**config.mk**
```make
export PLATFORM = sky130hd
export DESIGN_NAME = uart485_frame_tx
export DESIGN_NICKNAME = d
export VERILOG_FILES = /design/src/rtl/uart485_pkg.sv /design/src/rtl/uart485_frame_tx_baud.sv /design/src/rtl/uart485_frame_tx.sv
export SDC_FILE = /design/constraint.sdc
export NUM_CORES = 1
export LEC_CHECK = 0
export CAP_MARGIN = 20
export CORE_ASPECT_RATIO = 0.8
export CORE_UTILIZATION = 30
export CTS_CLUSTER_SIZE = 20
export DETAILED_ROUTE_END_ITERATION = 10
export GPL_ROUTABILITY_DRIVEN = 0
export PLACE_DENSITY_LB_ADDON = 0.25
export SLEW_MARGIN = 20
export SYNTH_ARGS = -nofsm -noshare
export SYNTH_HDL_FRONTEND = slang
export SYNTH_HIERARCHICAL = 1
export SYNTH_SLANG_ARGS = --single-unit
```
**constraint.sdc**
```tcl
create_clock -name clk -period 2.5 [get_ports clk]
set_input_delay 0.375 -clock clk [delete_from_list [all_inputs] [get_ports clk]]
set_output_delay 0.375 -clock clk [all_outputs]
set_load 0.02 [all_outputs]
```
**src/rtl/uart485_pkg.sv**
```systemverilog
// Shared types and helpers for the RS-485 frame transmitter.
// The parity option is selected in the top by the macro UART485_TX_PARITY_EN.
package uart485_pkg;

  typedef enum logic [2:0] {
    IDLE    = 3'd0,
    DIR_ON  = 3'd1,
    SHIFT   = 3'd2,
    DIR_OFF = 3'd3,
    HOLD    = 3'd4
  } state_t;

  localparam logic LINE_IDLE  = 1'b1;
  localparam logic LINE_START = 1'b0;
  localparam logic LINE_STOP  = 1'b1;

  // Wide enough for 9 data bits + parity + start + 2 stops.
  localparam int BIT_IDX_W = 4;

  function automatic logic [BIT_IDX_W-1:0] char_bits(input int data_bits,
                                                      input logic parity_en,
                                                      input logic two_stop);
    char_bits = BIT_IDX_W'(data_bits + 2) + BIT_IDX_W'(parity_en) + BIT_IDX_W'(two_stop);
  endfunction

endpackage

```
**src/rtl/uart485_frame_tx_baud.sv**
```systemverilog
// Bit-period counter for the frame transmitter: bit_tick marks the last clock
// of every (div+1)-clock bit; held at zero while clr is high.
module uart485_baud_gen #(
  parameter int DIV_W = 8
) (
  input  logic             clk,
  input  logic             reset,
  input  logic             clr,
  input  logic             en,
  input  logic [DIV_W-1:0] div,
  output logic             bit_tick
);

  logic [DIV_W-1:0] cnt_r;

  // Up-counter wrapping at the latched divider.
  always_ff @(posedge clk or negedge reset) begin
    if (!reset) begin
      cnt_r <= {DIV_W{1'b0}};
    end else if (clr) begin
      cnt_r <= {DIV_W{1'b0}};
    end else if (en) begin
      if (cnt_r == div) begin
        cnt_r <= {DIV_W{1'b0}};
      end else begin
        cnt_r <= cnt_r + {{(DIV_W-1){1'b0}}, 1'b1};
      end
    end else begin
      cnt_r <= cnt_r;
    end
  end

  assign bit_tick = en && !clr && (cnt_r == div);

endmodule

```
**src/rtl/uart485_frame_tx.sv**
```systemverilog
// RS-485 frame transmitter: direction guard times, N bytes from an addressed
// buffer, 1/2 stop bits. Optional parity bit under macro UART485_TX_PARITY_EN.
module uart485_frame_tx
  import uart485_pkg::*;
#(
  parameter int DATA_BITS  = 8,
  parameter int ADDR_W     = 5,
  parameter int DIV_W      = 8,
  parameter int DIR_LEAD   = 10,
  parameter int DIR_LAG    = 5,
  parameter int PARITY_ODD = 0
) (
  input  logic                 clk,
  input  logic                 reset,
  input  logic                 rq,
  input  logic [ADDR_W-1:0]    frame_len,
  input  logic [DIV_W-1:0]     clk_div,
  input  logic                 two_stop,
  input  logic [DATA_BITS-1:0] data,
  output logic [ADDR_W-1:0]    addr,
  output logic                 tx,
  output logic                 dir_tx,
  output logic                 dir_rx,
  output logic                 busy,
  output logic                 done
);

`ifdef UART485_TX_PARITY_EN
  localparam int PAR_EN = 1;
`else
  localparam int PAR_EN = 0;
`endif

  localparam int DLY_W = $clog2(2*DIR_LEAD + DIR_LAG + 1);
  localparam logic [BIT_IDX_W-1:0] LAST_DATA_IDX = BIT_IDX_W'(DATA_BITS);
  localparam logic [BIT_IDX_W-1:0] STOP1_IDX     = BIT_IDX_W'(DATA_BITS + 1 + PAR_EN);
  localparam logic [DLY_W-1:0]     LEAD_LAST     = DLY_W'(DIR_LEAD - 1);
  localparam logic [DLY_W-1:0]     ON_LAST       = DLY_W'(2*DIR_LEAD - 1);
  localparam logic [DLY_W-1:0]     LAG_LAST      = DLY_W'(DIR_LAG - 1);

`ifdef UART485_TX_PARITY_EN
  localparam int PAR_IDX = DATA_BITS + 1;

  function automatic logic parity_of(input logic [DATA_BITS-1:0] d);
    parity_of = (^d) ^ (PARITY_ODD != 0);
  endfunction
`endif

  logic                 rq_meta_r, rqs_r;
  state_t               state_r, state_s;
  logic [DLY_W-1:0]     dly_r, dly_s;
  logic [ADDR_W-1:0]    frame_len_r, frame_len_s;
  logic [DIV_W-1:0]     clk_div_r, clk_div_s;
  logic                 two_stop_r, two_stop_s;
  logic [BIT_IDX_W-1:0] bit_idx_r, bit_idx_s;
  logic [DATA_BITS-1:0] shreg_r, shreg_s;
  logic                 first_r, first_s;
  logic                 last_r, last_s;
  logic [ADDR_W-1:0]    addr_r, addr_s;
  logic                 tx_r, tx_s;
  logic                 dir_tx_r, dir_tx_s;
  logic                 dir_rx_r, dir_rx_s;
  logic                 busy_r, busy_s;
  logic                 done_r, done_s;

  logic                 bit_tick_s;
  logic [DATA_BITS-1:0] cur_data_s;
  logic [BIT_IDX_W-1:0] last_idx_s, nxt_idx_s;
  logic                 data_bit_s;

  // Two-flop synchroniser for the asynchronous request level.
  always_ff @(posedge clk or negedge reset) begin
    if (!reset) begin
      rq_meta_r <= 1'b0;
      rqs_r     <= 1'b0;
    end else begin
      rq_meta_r <= rq;
      rqs_r     <= rq_meta_r;
    end
  end

  uart485_baud_gen #(.DIV_W(DIV_W)) u_baud (
    .clk      (clk),
    .reset    (reset),
    .clr      (state_r != SHIFT),
    .en       (state_r == SHIFT),
    .div      (clk_div_r),
    .bit_tick (bit_tick_s)
  );

  // In the first start-bit clock the byte comes straight from the buffer.
  assign cur_data_s = first_r ? data : shreg_r;
  assign last_idx_s = char_bits(DATA_BITS, PAR_EN != 0, two_stop_r) - BIT_IDX_W'(1);
  assign nxt_idx_s  = bit_idx_r + BIT_IDX_W'(1);
  assign data_bit_s = 1'(cur_data_s >> bit_idx_r);

  // Next-state and next-output logic; all outputs are registered below.
  always_comb begin
    state_s     = state_r;
    dly_s       = dly_r;
    frame_len_s = frame_len_r;
    clk_div_s   = clk_div_r;
    two_stop_s  = two_stop_r;
    bit_idx_s   = bit_idx_r;
    shreg_s     = shreg_r;
    first_s     = 1'b0;
    last_s      = last_r;
    addr_s      = addr_r;
    tx_s        = LINE_IDLE;
    dir_tx_s    = dir_tx_r;
    dir_rx_s    = dir_rx_r;
    busy_s      = busy_r;
    done_s      = 1'b0;

    case (state_r)
      IDLE: begin
        if (rqs_r) begin
          state_s     = DIR_ON;
          frame_len_s = frame_len;
          clk_div_s   = clk_div;
          two_stop_s  = two_stop;
          busy_s      = 1'b1;
          addr_s      = {ADDR_W{1'b0}};
          dly_s       = {DLY_W{1'b0}};
          dir_rx_s    = 1'b1;
        end else begin
          state_s = IDLE;
        end
      end

      DIR_ON: begin
        dly_s = dly_r + DLY_W'(1);
        if (dly_r == LEAD_LAST) begin
          dir_tx_s = 1'b1;
        end else begin
          dir_tx_s = dir_tx_r;
        end
        if (dly_r == ON_LAST) begin
          state_s   = SHIFT;
          bit_idx_s = {BIT_IDX_W{1'b0}};
          first_s   = 1'b1;
          tx_s      = LINE_START;
        end else begin
          state_s = DIR_ON;
        end
      end

      SHIFT: begin
        tx_s    = tx_r;
        shreg_s = cur_data_s;
        if (first_r) begin
          last_s = (addr_r == frame_len_r);
        end else begin
          last_s = last_r;
        end
        if (bit_tick_s) begin
          if (bit_idx_r == last_idx_s) begin
            if (last_s) begin
              state_s  = DIR_OFF;
              dly_s    = {DLY_W{1'b0}};
              addr_s   = {ADDR_W{1'b0}};
              tx_s     = LINE_IDLE;
              dir_tx_s = 1'b0;
            end else begin
              bit_idx_s = {BIT_IDX_W{1'b0}};
              first_s   = 1'b1;
              tx_s      = LINE_START;
            end
          end else begin
            bit_idx_s = nxt_idx_s;
            if (nxt_idx_s <= LAST_DATA_IDX) begin
              tx_s = data_bit_s;
`ifdef UART485_TX_PARITY_EN
            end else if (nxt_idx_s == BIT_IDX_W'(PAR_IDX)) begin
              tx_s = parity_of(cur_data_s);
`endif
            end else begin
              tx_s = LINE_STOP;
            end
            if (nxt_idx_s == STOP1_IDX) begin
              addr_s = addr_r + ADDR_W'(1);
            end else begin
              addr_s = addr_r;
            end
          end
        end else begin
          bit_idx_s = bit_idx_r;
        end
      end

      DIR_OFF: begin
        dly_s = dly_r + DLY_W'(1);
        if (dly_r == LAG_LAST) begin
          state_s  = HOLD;
          dir_rx_s = 1'b0;
          done_s   = 1'b1;
        end else begin
          state_s = DIR_OFF;
        end
      end

      HOLD: begin
        if (!rqs_r) begin
          state_s = IDLE;
          busy_s  = 1'b0;
        end else begin
          state_s = HOLD;
        end
      end

      default: begin
        state_s  = IDLE;
        dir_tx_s = 1'b0;
        dir_rx_s = 1'b0;
        busy_s   = 1'b0;
        addr_s   = {ADDR_W{1'b0}};
      end
    endcase
  end

  // State, counters and registered outputs.
  always_ff @(posedge clk or negedge reset) begin
    if (!reset) begin
      state_r     <= IDLE;
      dly_r       <= {DLY_W{1'b0}};
      frame_len_r <= {ADDR_W{1'b0}};
      clk_div_r   <= {DIV_W{1'b0}};
      two_stop_r  <= 1'b0;
      bit_idx_r   <= {BIT_IDX_W{1'b0}};
      shreg_r     <= {DATA_BITS{1'b0}};
      first_r     <= 1'b0;
      last_r      <= 1'b0;
      addr_r      <= {ADDR_W{1'b0}};
      tx_r        <= LINE_IDLE;
      dir_tx_r    <= 1'b0;
      dir_rx_r    <= 1'b0;
      busy_r      <= 1'b0;
      done_r      <= 1'b0;
    end else begin
      state_r     <= state_s;
      dly_r       <= dly_s;
      frame_len_r <= frame_len_s;
      clk_div_r   <= clk_div_s;
      two_stop_r  <= two_stop_s;
      bit_idx_r   <= bit_idx_s;
      shreg_r     <= shreg_s;
      first_r     <= first_s;
      last_r      <= last_s;
      addr_r      <= addr_s;
      tx_r        <= tx_s;
      dir_tx_r    <= dir_tx_s;
      dir_rx_r    <= dir_rx_s;
      busy_r      <= busy_s;
      done_r      <= done_s;
    end
  end

  assign addr   = addr_r;
  assign tx     = tx_r;
  assign dir_tx = dir_tx_r;
  assign dir_rx = dir_rx_r;
  assign busy   = busy_r;
  assign done   = done_r;

endmodule

```
## After elaboration in Yosys (flattened, before gate mapping)

Cells that the tools add are included.

- Flip-flop bits (word level): 56
- Bits of input ports: 25
- Word-level logic and storage cells: 124

- Eq/ne operators: 23
- Add/sub/neg operators: 6
- Bitwise gates (word level): 4
- Reduce and logical (&&, ||, !) cells: 20
- Shift-type cells: 1
- Multiplexer cells: 51
- $lt $le $gt $ge: 1

Operator list:

| operator | count |
|---|---|
| $mux W5 | 7 |
| $mux W8 | 4 |
| $pmux W5 S3 | 2 |
| $mux W1 | 21 |
| $mux W4 | 4 |
| $ne A2 B2 Y1 const B | 8 |
| $mux W3 | 5 |
| $pmux W3 S5 | 1 |
| $reduce_and A5 Y1 | 3 |
| $reduce_or A3 Y1 | 4 |
| $add A5 B1 Y5 const B | 2 |
| $ne A3 B3 Y1 const B | 3 |
| $pmux W1 S3 | 3 |
| $reduce_and A3 Y1 | 3 |
| $add A8 B1 Y8 const B | 1 |
| $eq A8 B8 Y1 | 1 |
| $pmux W4 S2 | 1 |
| $shr A8 B4 Y1 | 1 |
| $eq A3 B2 Y1 const B | 2 |
| $eq A5 B3 Y1 const B | 1 |
| $eq A5 B4 Y1 const B | 1 |
| $eq A5 B5 Y1 | 1 |
| $eq A5 B5 Y1 const B | 1 |
| $add A4 B1 Y4 const A | 1 |
| 19 further kinds | 25 |

## Logic depth before layout (Yosys ltp)

Gate-level depths: netlist (run 1).

- Word-level depth: 7
- Gate-level depth with buffers: 12
- Depth with buffers taken out: 11

## Modules after synthesis

The synthesis (run 1) kept the hierarchy.

By module, submodules not included:

| module | cells each | sequential area each (um^2) | area an instance (um^2) | instances |
|---|---|---|---|---|
| uart485_frame_tx | 231 | 1,202.4 | 2,553.7 | 1 |
| uart485_baud_gen | 57 | 200.2 | 525.5 | 1 |

## Worst setup path after synthesis (run 1)

No wires, ideal clock.

- Path kind: reg2reg
- Start: reg state_r[2]
- End: reg addr_r[3] (netlist: addr[3])
- Path slack: 232 ps
- Required time: 2,418 ps
- Data arrival time: 2,186 ps
- Buffers on the path: 1
- Stages on the path, launching flop included: 13
- Cells stage by stage: dfrtp_1 > nand2b_1 > or2_1 > buf_2 > inv_2 > nand2b_1 > nor2_1 > nand2_1 > a21oi_4 > o211a_4 > and3_4 > a41oi_1 > a31oi_1

- Word-level cells in the longest chain between the ends: 6

RTL lines:

| what | line | text |
|---|---|---|
| start, declared | uart485_frame_tx.sv:50 | `state_t state_r, state_s;` |
| start signal, assigned | uart485_frame_tx.sv:240 | `state_r <= state_s;` |
| $ne A3 B2 Y1 | uart485_frame_tx.sv:85 | `.clr (state_r != SHIFT),` |
| $logic_not A1 Y1 | uart485_frame_tx_baud.sv:33 | `assign bit_tick = en && !clr && (cnt_r == div);` |
| $logic_and A1 B1 Y1 (*) (2 in a row) | uart485_frame_tx_baud.sv:33 |  |
| net bit_tick_s | uart485_frame_tx.sv:66 | `logic bit_tick_s;` |
| $ne A2 B2 Y1 (no source line) (*) | -- |  |
| $reduce_and A5 Y1 (no source line) (*) | -- |  |
| end signal, assigned | uart485_frame_tx.sv:233 | `addr_r <= {ADDR_W{1'b0}};` |
| end signal, assigned | uart485_frame_tx.sv:249 | `addr_r <= addr_s;` |
| end, declared | uart485_frame_tx.sv:59 | `logic [ADDR_W-1:0] addr_r, addr_s;` |

The timed path passes the listed nets; every way through them passes the cells marked *.
A chain may end at the register's enable or synchronous reset.

## Final worst setup path (run 1)

- Start: reg u_baud.cnt_r[0]
- End: reg addr_r[4] (netlist: addr[4])

- Word-level cells in the longest chain between the ends: 4

RTL lines:

| what | line | text |
|---|---|---|
| start, declared | uart485_frame_tx_baud.sv:14 | `logic [DIV_W-1:0] cnt_r;` |
| start signal, assigned | uart485_frame_tx_baud.sv:19 | `cnt_r <= {DIV_W{1'b0}};` |
| start signal, assigned | uart485_frame_tx_baud.sv:21 | `cnt_r <= {DIV_W{1'b0}};` |
| start signal, assigned | uart485_frame_tx_baud.sv:24 | `cnt_r <= {DIV_W{1'b0}};` |
| $eq A8 B8 Y1 | uart485_frame_tx_baud.sv:33 |  |
| $logic_and A1 B1 Y1 | uart485_frame_tx_baud.sv:33 |  |
| net bit_tick_s | uart485_frame_tx.sv:66 |  |
| $ne A2 B2 Y1 (no source line) | -- |  |
| $reduce_and A5 Y1 (no source line) | -- |  |

The timed path passes the listed nets, and every way through them passes these cells.

==> results.yml, run 1 <==
clocking:
  cts-hold-fix-buffers: 0
  clockBufferDepth: 2
  cts_setup_buffers: 0
  postCtsResizedCells: 0
  clock-root-buffer: "clkbuf_16"
  numCtsBuffers: 5
  numClockSinks: 56
  clk_pin_slew_ns: 0.07
  clk_latency_ns: 0.30
  cts_tree: "yes"
  htree_levels: 2
flow_run:
  drv_cap: 0
setup_path:
  required_ns: 2.72
  end_kind: "flip-flop"
  cp.arrival_ns: 2.52
  reg2reg_setup_slack_ns: 0.20
  rr_endpoint: "addr[4]"
  crit_end: "addr[4]"
  criticalPathCategory: "flip-flop to flip-flop"
  crit_path_start_kind: "flip-flop"
  r2r_start: "u_baud/cnt_r[0]"
  crit_path_start: "u_baud/cnt_r[0]"
  cp_max_fo: 6
  reg2reg_depth: 10
yosys:
  synth_warnings: 6
  yosysTopAreaCellShare_pct: 44.7
  ys_seq_area_share_pct: 45.6
  ys.flop_type: "dfrtp_1"
  async_flop_share_pct: 100
  syn_area_per_cell_sq_um: 10.7
  synth_area_leader_cell: "dfrtp_1"
  yosys_register_bits: 56
  synth_area_leaders: "dfrtp_1, mux2_2, nand2_1"
  syn_area_sq_um: 3080
  syn_nets: 321
  synth_edf_count: 0
  synth.distinct_cells: 64
  synth_cells: 288
routing:
  detail_route.wl_per_cell_microns: 14.3
  remaining_drc_errors: 0
  avgViaCountPerCell: 4.98
  drt.antenna.violating_nets: 0
  first_pass_iters: 4
  drt-initial-drc-count: 100
  vias: 2303
  drt-total-wl_mm: 6.59
cells_and_area:
  final_cell_mix: "dfrtp_1, clkdlybuf4s50_1, nand2_1, mux2_2, nand3_1"
  mostFrequentLayoutCell: "dfrtp_1"
  num_antenna_cells: 0
  nets: 358
  area_delta_synth_final_pct: 22.0
  fin_util_pct: 38.3
  drive_above_1_share_pct: 18.7
timing:
  post-route-period-util_pct: 92.2
  fin_ws_ns: 0.196
  finalSetupViolCount: 0
  fmax_mhz: 434
  fin_tns_setup_ns: 0
  holdWs_ns: 0.0663
  hold_violations: 0
  slew_viol_final: 0
  final.setup_skew_ns: 0.00843
  rsz0062_at_grt: "no"
  worstMarginPinSlew_ns: 0.510
  maxSlewHeadroom_pct: 65.9
  fin_crit_ns: 2.30
global_route:
  grt_pass1_vias: 2061
  grt_max_degree: 57
  gr-usage-all-layers_pct: 13.1
  antenna_found_initial: 0
  grt.overflow.total: 0
  grt_pass1_wl_mm: 10.7
floorplan:
  core.rowCount: 32
  io_pins: 35
  initial_core_util_pct: 31.4
  coreArea_sq_um: 9810
  chipHeight_microns: 92.6
  die_area_sq_um: 10700
  die_w_microns: 115
power_and_ir_drop:
  irDropWorstVdd_mv: 0.282
  power_density_nw_per_um2: 771
  p_leak_uw: 0.00156
place:
  numPortBuffers: 34
  dpl.hpwl_mm: 4.75
  post-place-ws_ns: 0.151
run_status:
  status: "finished, final reports clean"
hold_path:
  holdCritPathClass: "input pin to asynchronous set/reset pin"
==> area by class of cell <==
type / instances / area (sq um)
timing repair buffer: 43 / 415
multi-input combinational: 210 / 1580
sequential: 56 / 1400
fill: 992 / 6050
tap: 136 / 170
inverter: 9 / 33.8
clock inverter: 1 / 7.51
clock buffer: 7 / 143
==> sequential cells by signal, indices dropped and copies added (netlist names), 3 cells and up <==
| name | cells |
|---|---|
| dly_r | 5 |
| state_r | 3 |
| shreg_r | 8 |
| addr | 5 |
| clk_div_r | 8 |
| bit_idx_r | 4 |
| frame_len_r | 5 |
| u_baud/cnt_r | 8 |
==> logic make-up (layout without fill, tap and decap cells) <==
kind of cell    after synthesis  in the layout  share of synthesized area (%)
buf+inv                      22             60                           3.49
xor+xnor                     15             15                           4.27
flops                        56             56                           45.6
mux                          31             31                           11.9
simple gates                 97             97                           16.4
fa+ha+maj                     9              9                           3.58
compound gates               58             58                           14.8
==> worst min path at each step <==
stage,cells past startpoint,end,startpoint,slack (ns)
after global routing,2,shreg_r[0],reset,0.1
after detailed placement,0,rqs_r,rq_meta_r,0.34
after CTS,2,shreg_r[0],reset,0.09
after floorplan,0,addr[0],reset,0.08
after global placement,0,rqs_r,rq_meta_r,0.34
final,2,shreg_r[0],reset,0.07
==> Yosys cell counts (5+ instances only) <==
library cell,n
a22o_1,5
nand2_1,27
nand3_1,18
xor2_1,8
xnor2_1,7
inv_1,8
ha_1,8
buf_2,8
nor2_1,17
dfrtp_1,55
mux2i_1,5
a21oi_1,5
mux2_2,21
o21ai_0,11
==> power by group <==
| group | switching, uW | internal [uW] |
|---|---|---|
| clock network | 328 | 400 |
| registers | 171 | 1110 |
| logic | 429 | 465 |
| total | 928 | 1970 |
==> worst max-delay path, stage by stage, from the launching register on <==
cell and delay, ns:
dfrtp_2 0.46, xor2_1 0.17, nor4_2 0.33, nand2_1 0.15
nor2_2 0.13, nand2_1 0.11, a21oi_4 0.17, o211a_4 0.21
and3_4 0.21, a41oi_1 0.12, a31oi_1 0.16
==> metrics by stage <==
step	cells	cell area, sq um	power [uW]
6_report	462	3760	2900
5_1_grt	462	3760	3060
4_1_cts	462	3740	2920
3_5_place_dp	454	3590	2180
3_3_place_gp	454	3590	2160
2_1_floorplan	288	3080	1890
==> routing by layer <==
layer / GRT usage, % / share of wire (%) / vias to the layer above
met5: 0 / 0 / -
met4: 4.55 / 1.2 / 0
met3: 2.95 / 4.1 / 8
met2: 17.3 / 39 / 49
met1: 20.5 / 55 / 1111
li1: - / - / 1135
Power figures use the tool's default switching activity.
==> run 2: changes to the inputs <==
- CELL_PAD_IN_SITES_DETAIL_PLACEMENT: not set -> 1
- CELL_PAD_IN_SITES_GLOBAL_PLACEMENT: not set -> 2
==> run 2 against run 1 <==
Combinational power up 2%. Sequential power about the same. Largest power group unchanged. Register-to-register slack worse by 0.03 ns. Sequential share of layout area down 0.17 points.
==> results.yml, run 2 (same netlist as run 1, synthesis figures left out) <==
clocking:
  clockBufferDepth: 2
  cts_setup_buffers: 0
  clock-root-buffer: "clkbuf_16"
  cts_tree: "yes"
  clk_latency_ns: 0.30
  clk_pin_slew_ns: 0.08
  numCtsBuffers: 5
  cts-hold-fix-buffers: 0
  numClockSinks: 56
  postCtsResizedCells: 0
  htree_levels: 2
cells_and_area:
  drive_above_1_share_pct: 19.7
  fin_util_pct: 38.5
  fin_cells: 466
  final_cell_mix: "dfrtp_1, clkdlybuf4s50_1, nand2_1, mux2_2, nand3_1"
  nets: 362
  fillers: 1094
  design_area_sq_um: 3770
  num_antenna_cells: 0
  top_regs: "clk_div_r (8), shreg_r (8), u_baud/cnt_r (8)"
  mostFrequentLayoutCell: "dfrtp_1"
  area_delta_synth_final_pct: 22.6
setup_path:
  cp_max_fo: 5
  required_ns: 2.72
  crit_path_start_kind: "flip-flop"
  criticalPathCategory: "flip-flop to flip-flop"
  end_kind: "flip-flop"
  cp.arrival_ns: 2.55
global_route:
  grt_pass1_wl_mm: 12.6
  grt.overflow.total: 0
  gr-usage-all-layers_pct: 15.2
  grt_pass1_vias: 2397
  antenna_found_initial: 0
  grt_max_degree: 57
flow_run:
  drv_cap: 0
timing:
  rsz0062_at_grt: "no"
  worstMarginPinSlew_ns: 0.745
  hold_violations: 0
  fin_tns_setup_ns: 0
  post-route-period-util_pct: 93.3
  slew_viol_final: 0
  fin_crit_ns: 2.33
  finalSetupViolCount: 0
  maxSlewHeadroom_pct: 50.3
  final.setup_skew_ns: 0.00905
  fmax_mhz: 429
run_status:
  status: "finished, final reports clean"
routing:
  drt-initial-drc-count: 92
  avgViaCountPerCell: 5.06
  vias: 2358
  drt-total-wl_mm: 7.44
  drt.antenna.violating_nets: 0
  remaining_drc_errors: 0
  detail_route.wl_per_cell_microns: 16.0
  first_pass_iters: 4
floorplan:
  coreArea_sq_um: 9810
  core.rowCount: 32
  die_area_sq_um: 10700
  initial_core_util_pct: 31.4
  die_w_microns: 115
  chipHeight_microns: 92.6
  io_pins: 35
power_and_ir_drop:
  power_density_nw_per_um2: 779
  p_leak_uw: 0.00158
  irDropWorstVdd_mv: 0.328
  power.total_uw: 2940
place:
  dpl.hpwl_mm: 5.52
  numPortBuffers: 34
  dpl-instance-area_sq_um: 3610
  dp_cells: 458
hold_path:
  holdCritPathClass: "input pin to asynchronous set/reset pin"
-- run 2: cell count changes in the layout (fill, tap and decap cells not counted) --
cell	before	now
clkinvlp_4	1	0
clkinv_2	0	1
nor2_2	2	1
buf_12	1	0
clkbuf_1	1	0
nor2_1	16	17
inv_6	0	1
buf_4	8	13
-- run 2: path summary, 6_finish.rpt --
kind	cells after the start	slack, ns	endpoint	start
setup / recovery	10	0.17	addr[3]	u_baud/cnt_r[7]
hold / removal	2	0.21	dly_r[4]	reset
setup reg to reg	10	0.17	addr[3]	u_baud/cnt_r[7]
hold reg to reg	0	0.36	rqs_r	rq_meta_r
max in group asynchronous	2	1.74	u_baud/cnt_r[3]	reset
min in group clk	0	0.36	rqs_r	rq_meta_r
-- run 2: worst max-delay path, stage by stage, from the launching register on --
cell and delay, ns:
dfrtp_1 0.41, xor2_1 0.17, nor4_2 0.37, nand2_1 0.17
nor2_1 0.16, nand2_1 0.12, a21oi_4 0.16, o211a_4 0.21
and3_4 0.21, a41oi_1 0.12, a31oi_1 0.15
-- run 2: power by group --
group          internal, uW  leakage (uW)  switching (uW)  total (uW)
clock                   402     0.0000772             346         748
combinational           467      0.000785             443         910
sequential             1100      0.000719             178        1280
total                  1970       0.00158             967        2940
-- run 2: final cells by class --
type | count | area, sq um | share of cell area, %
Clock buffer | 6 | 139 | 3.68
Clock inverter | 2 | 13.8 | 0.365
Inverter | 9 | 33.8 | 0.895
Multi-Input combinational cell | 210 | 1580 | 41.9
Sequential cell | 56 | 1400 | 37.2
Tap cell | 136 | 170 | 4.51
Timing Repair Buffer | 47 | 433 | 11.5
-- run 2: metal layers --
layer / wire, microns / up-vias / share of wire (%) / track usage (%)
li1: - / 1127 / - / -
met1: 4020 / 1192 / 54 / 23.0
met2: 3150 / 34 / 42 / 22.5
met3: 211 / 5 / 2.8 / 2.55
met4: 59 / 0 / 0.79 / 3.57
met5: 0 / - / 0 / 0
-- run 2: through the flow --
step | hold WS [ns] | worst slack, ns
4_1_cts | 0.265 | 0.0378
3_3_place_gp | 0.339 | 0.166
6_report | 0.210 | 0.168
3_5_place_dp | 0.343 | 0.0752
2_1_floorplan | 0.0794 | 0.232
5_1_grt | 0.310 | 0.00337
==> run 3: changes to the inputs <==
- PLACE_DENSITY: not set -> 0.64
- PLACE_DENSITY_LB_ADDON: 0.25 -> not set
==> run 3 against run 2 <==
Sequential share of layout area shrank 0.12 points. Final area is 0.23% higher. Total power shrank 0.49%. Global-route usage up 0.52 points. Combinational power rose by 2.4%. Die area unchanged. Non-clock buffer count stayed put. Via count down 1.3%. Hold slack worse by 0.13 ns. Sequential cell count stayed put. Register-to-register slack got worse by 0.02 ns. Final cell count stayed put. Critical path type unchanged.
==> results.yml, run 3 (same netlist as run 1, synthesis figures left out) <==
timing:
  final.setup_skew_ns: 0.00852
  finalSetupViolCount: 0
  maxSlewHeadroom_pct: 59.3
  slew_viol_final: 0
  fin_crit_ns: 2.35
  hold_violations: 0
  worstMarginPinSlew_ns: 0.611
  holdWs_ns: 0.0803
  post-route-period-util_pct: 94.0
  fmax_mhz: 426
routing:
  drt-total-wl_mm: 7.73
  first_pass_iters: 4
  drt-initial-drc-count: 69
  drt.antenna.violating_nets: 0
  vias: 2328
  remaining_drc_errors: 0
  avgViaCountPerCell: 5.00
  detail_route.wl_per_cell_microns: 16.6
hold_path:
  holdCritPathClass: "input pin to asynchronous set/reset pin"
setup_path:
  end_kind: "flip-flop"
  required_ns: 2.72
  cp.arrival_ns: 2.56
  cp_max_fo: 5
  crit_path_start_kind: "flip-flop"
  criticalPathCategory: "flip-flop to flip-flop"
clocking:
  clockBufferDepth: 2
  clock-root-buffer: "clkbuf_16"
  htree_levels: 2
  numCtsBuffers: 5
  cts_tree: "yes"
  cts_setup_buffers: 0
  clk_pin_slew_ns: 0.08
  numClockSinks: 56
  clk_latency_ns: 0.30
  postCtsResizedCells: 0
  cts-hold-fix-buffers: 0
floorplan:
  io_pins: 35
  die_w_microns: 115
  initial_core_util_pct: 31.4
  die_area_sq_um: 10700
  core.rowCount: 32
  chipHeight_microns: 92.6
  coreArea_sq_um: 9810
power_and_ir_drop:
  irDropWorstVdd_mv: 0.253
  p_leak_uw: 0.00158
  power_density_nw_per_um2: 773
place:
  dp_cells: 458
  numPortBuffers: 34
  dpl.hpwl_mm: 5.76
  dpl-instance-area_sq_um: 3620
cells_and_area:
  top_regs: "clk_div_r (8), shreg_r (8), u_baud/cnt_r (8)"
  final_cell_mix: "dfrtp_1, clkdlybuf4s50_1, nand2_1, mux2_2, nand3_1"
  fin_util_pct: 38.6
  nets: 362
  fin_cells: 466
  mostFrequentLayoutCell: "dfrtp_1"
  drive_above_1_share_pct: 19.1
  num_antenna_cells: 0
  area_delta_synth_final_pct: 22.9
  design_area_sq_um: 3780
global_route:
  gr-usage-all-layers_pct: 15.8
  grt.overflow.total: 0
  grt_pass1_vias: 2434
  grt_pass1_wl_mm: 12.8
  grt_max_degree: 34
  antenna_found_initial: 0
flow_run:
  drv_cap: 0
run_status:
  status: "finished, final reports clean"
-- run 3: layout make-up --
class | count | area, sq um
Fill cell | 1108 | 6030
Multi-Input combinational cell | 210 | 1580
Sequential cell | 56 | 1400
Timing Repair Buffer | 47 | 445
Tap cell | 136 | 170
Clock buffer | 7 | 143
Inverter | 9 | 33.8
Clock inverter | 1 | 7.51
-- run 3: critical path, stage by stage (launching register included) --
cell     delay, ns
dfrtp_1       0.44
xor2_1        0.18
nor4_2        0.35
nand2_1       0.15
nor2_1        0.16
nand2_1       0.12
a21oi_4       0.16
o211a_4       0.22
and3_4        0.22
a41oi_1       0.12
a31oi_1       0.15
-- run 3: metal layers --
metal	GRT usage, %	wire length (microns)
met1	23.7	4170
met2	22.9	3310
met3	2.68	195
met4	4.55	66
met5	0	0
-- run 3: power breakdown --
part,internal (uW),switching [uW]
registers,1110,163
clock network,400,326
logic,468,464
-- run 3: worst paths after layout --
path | startpoint | end | slack [ns] | depth (start not counted)
setup / recovery | u_baud/cnt_r[4] | addr[3] | 0.15 | 10
hold / removal | reset | dir_rx | 0.08 | 1
setup reg to reg | u_baud/cnt_r[4] | addr[3] | 0.15 | 10
hold reg to reg | rq_meta_r | rqs_r | 0.35 | 0
max in group asynchronous | reset | clk_div_r[0] | 1.82 | 2
min in group clk | rq_meta_r | rqs_r | 0.35 | 0
-- run 3: stage by stage --
stage	setup TNS [ns]	setup WS, ns	power [uW]
6_report	0	0.151	2930
5_1_grt	-0.00464	-0.00464	3120
4_1_cts	0	0.0649	2950
3_5_place_dp	0	0.0959	2210
3_3_place_gp	0	0.164	2190
2_1_floorplan	0	0.232	1890
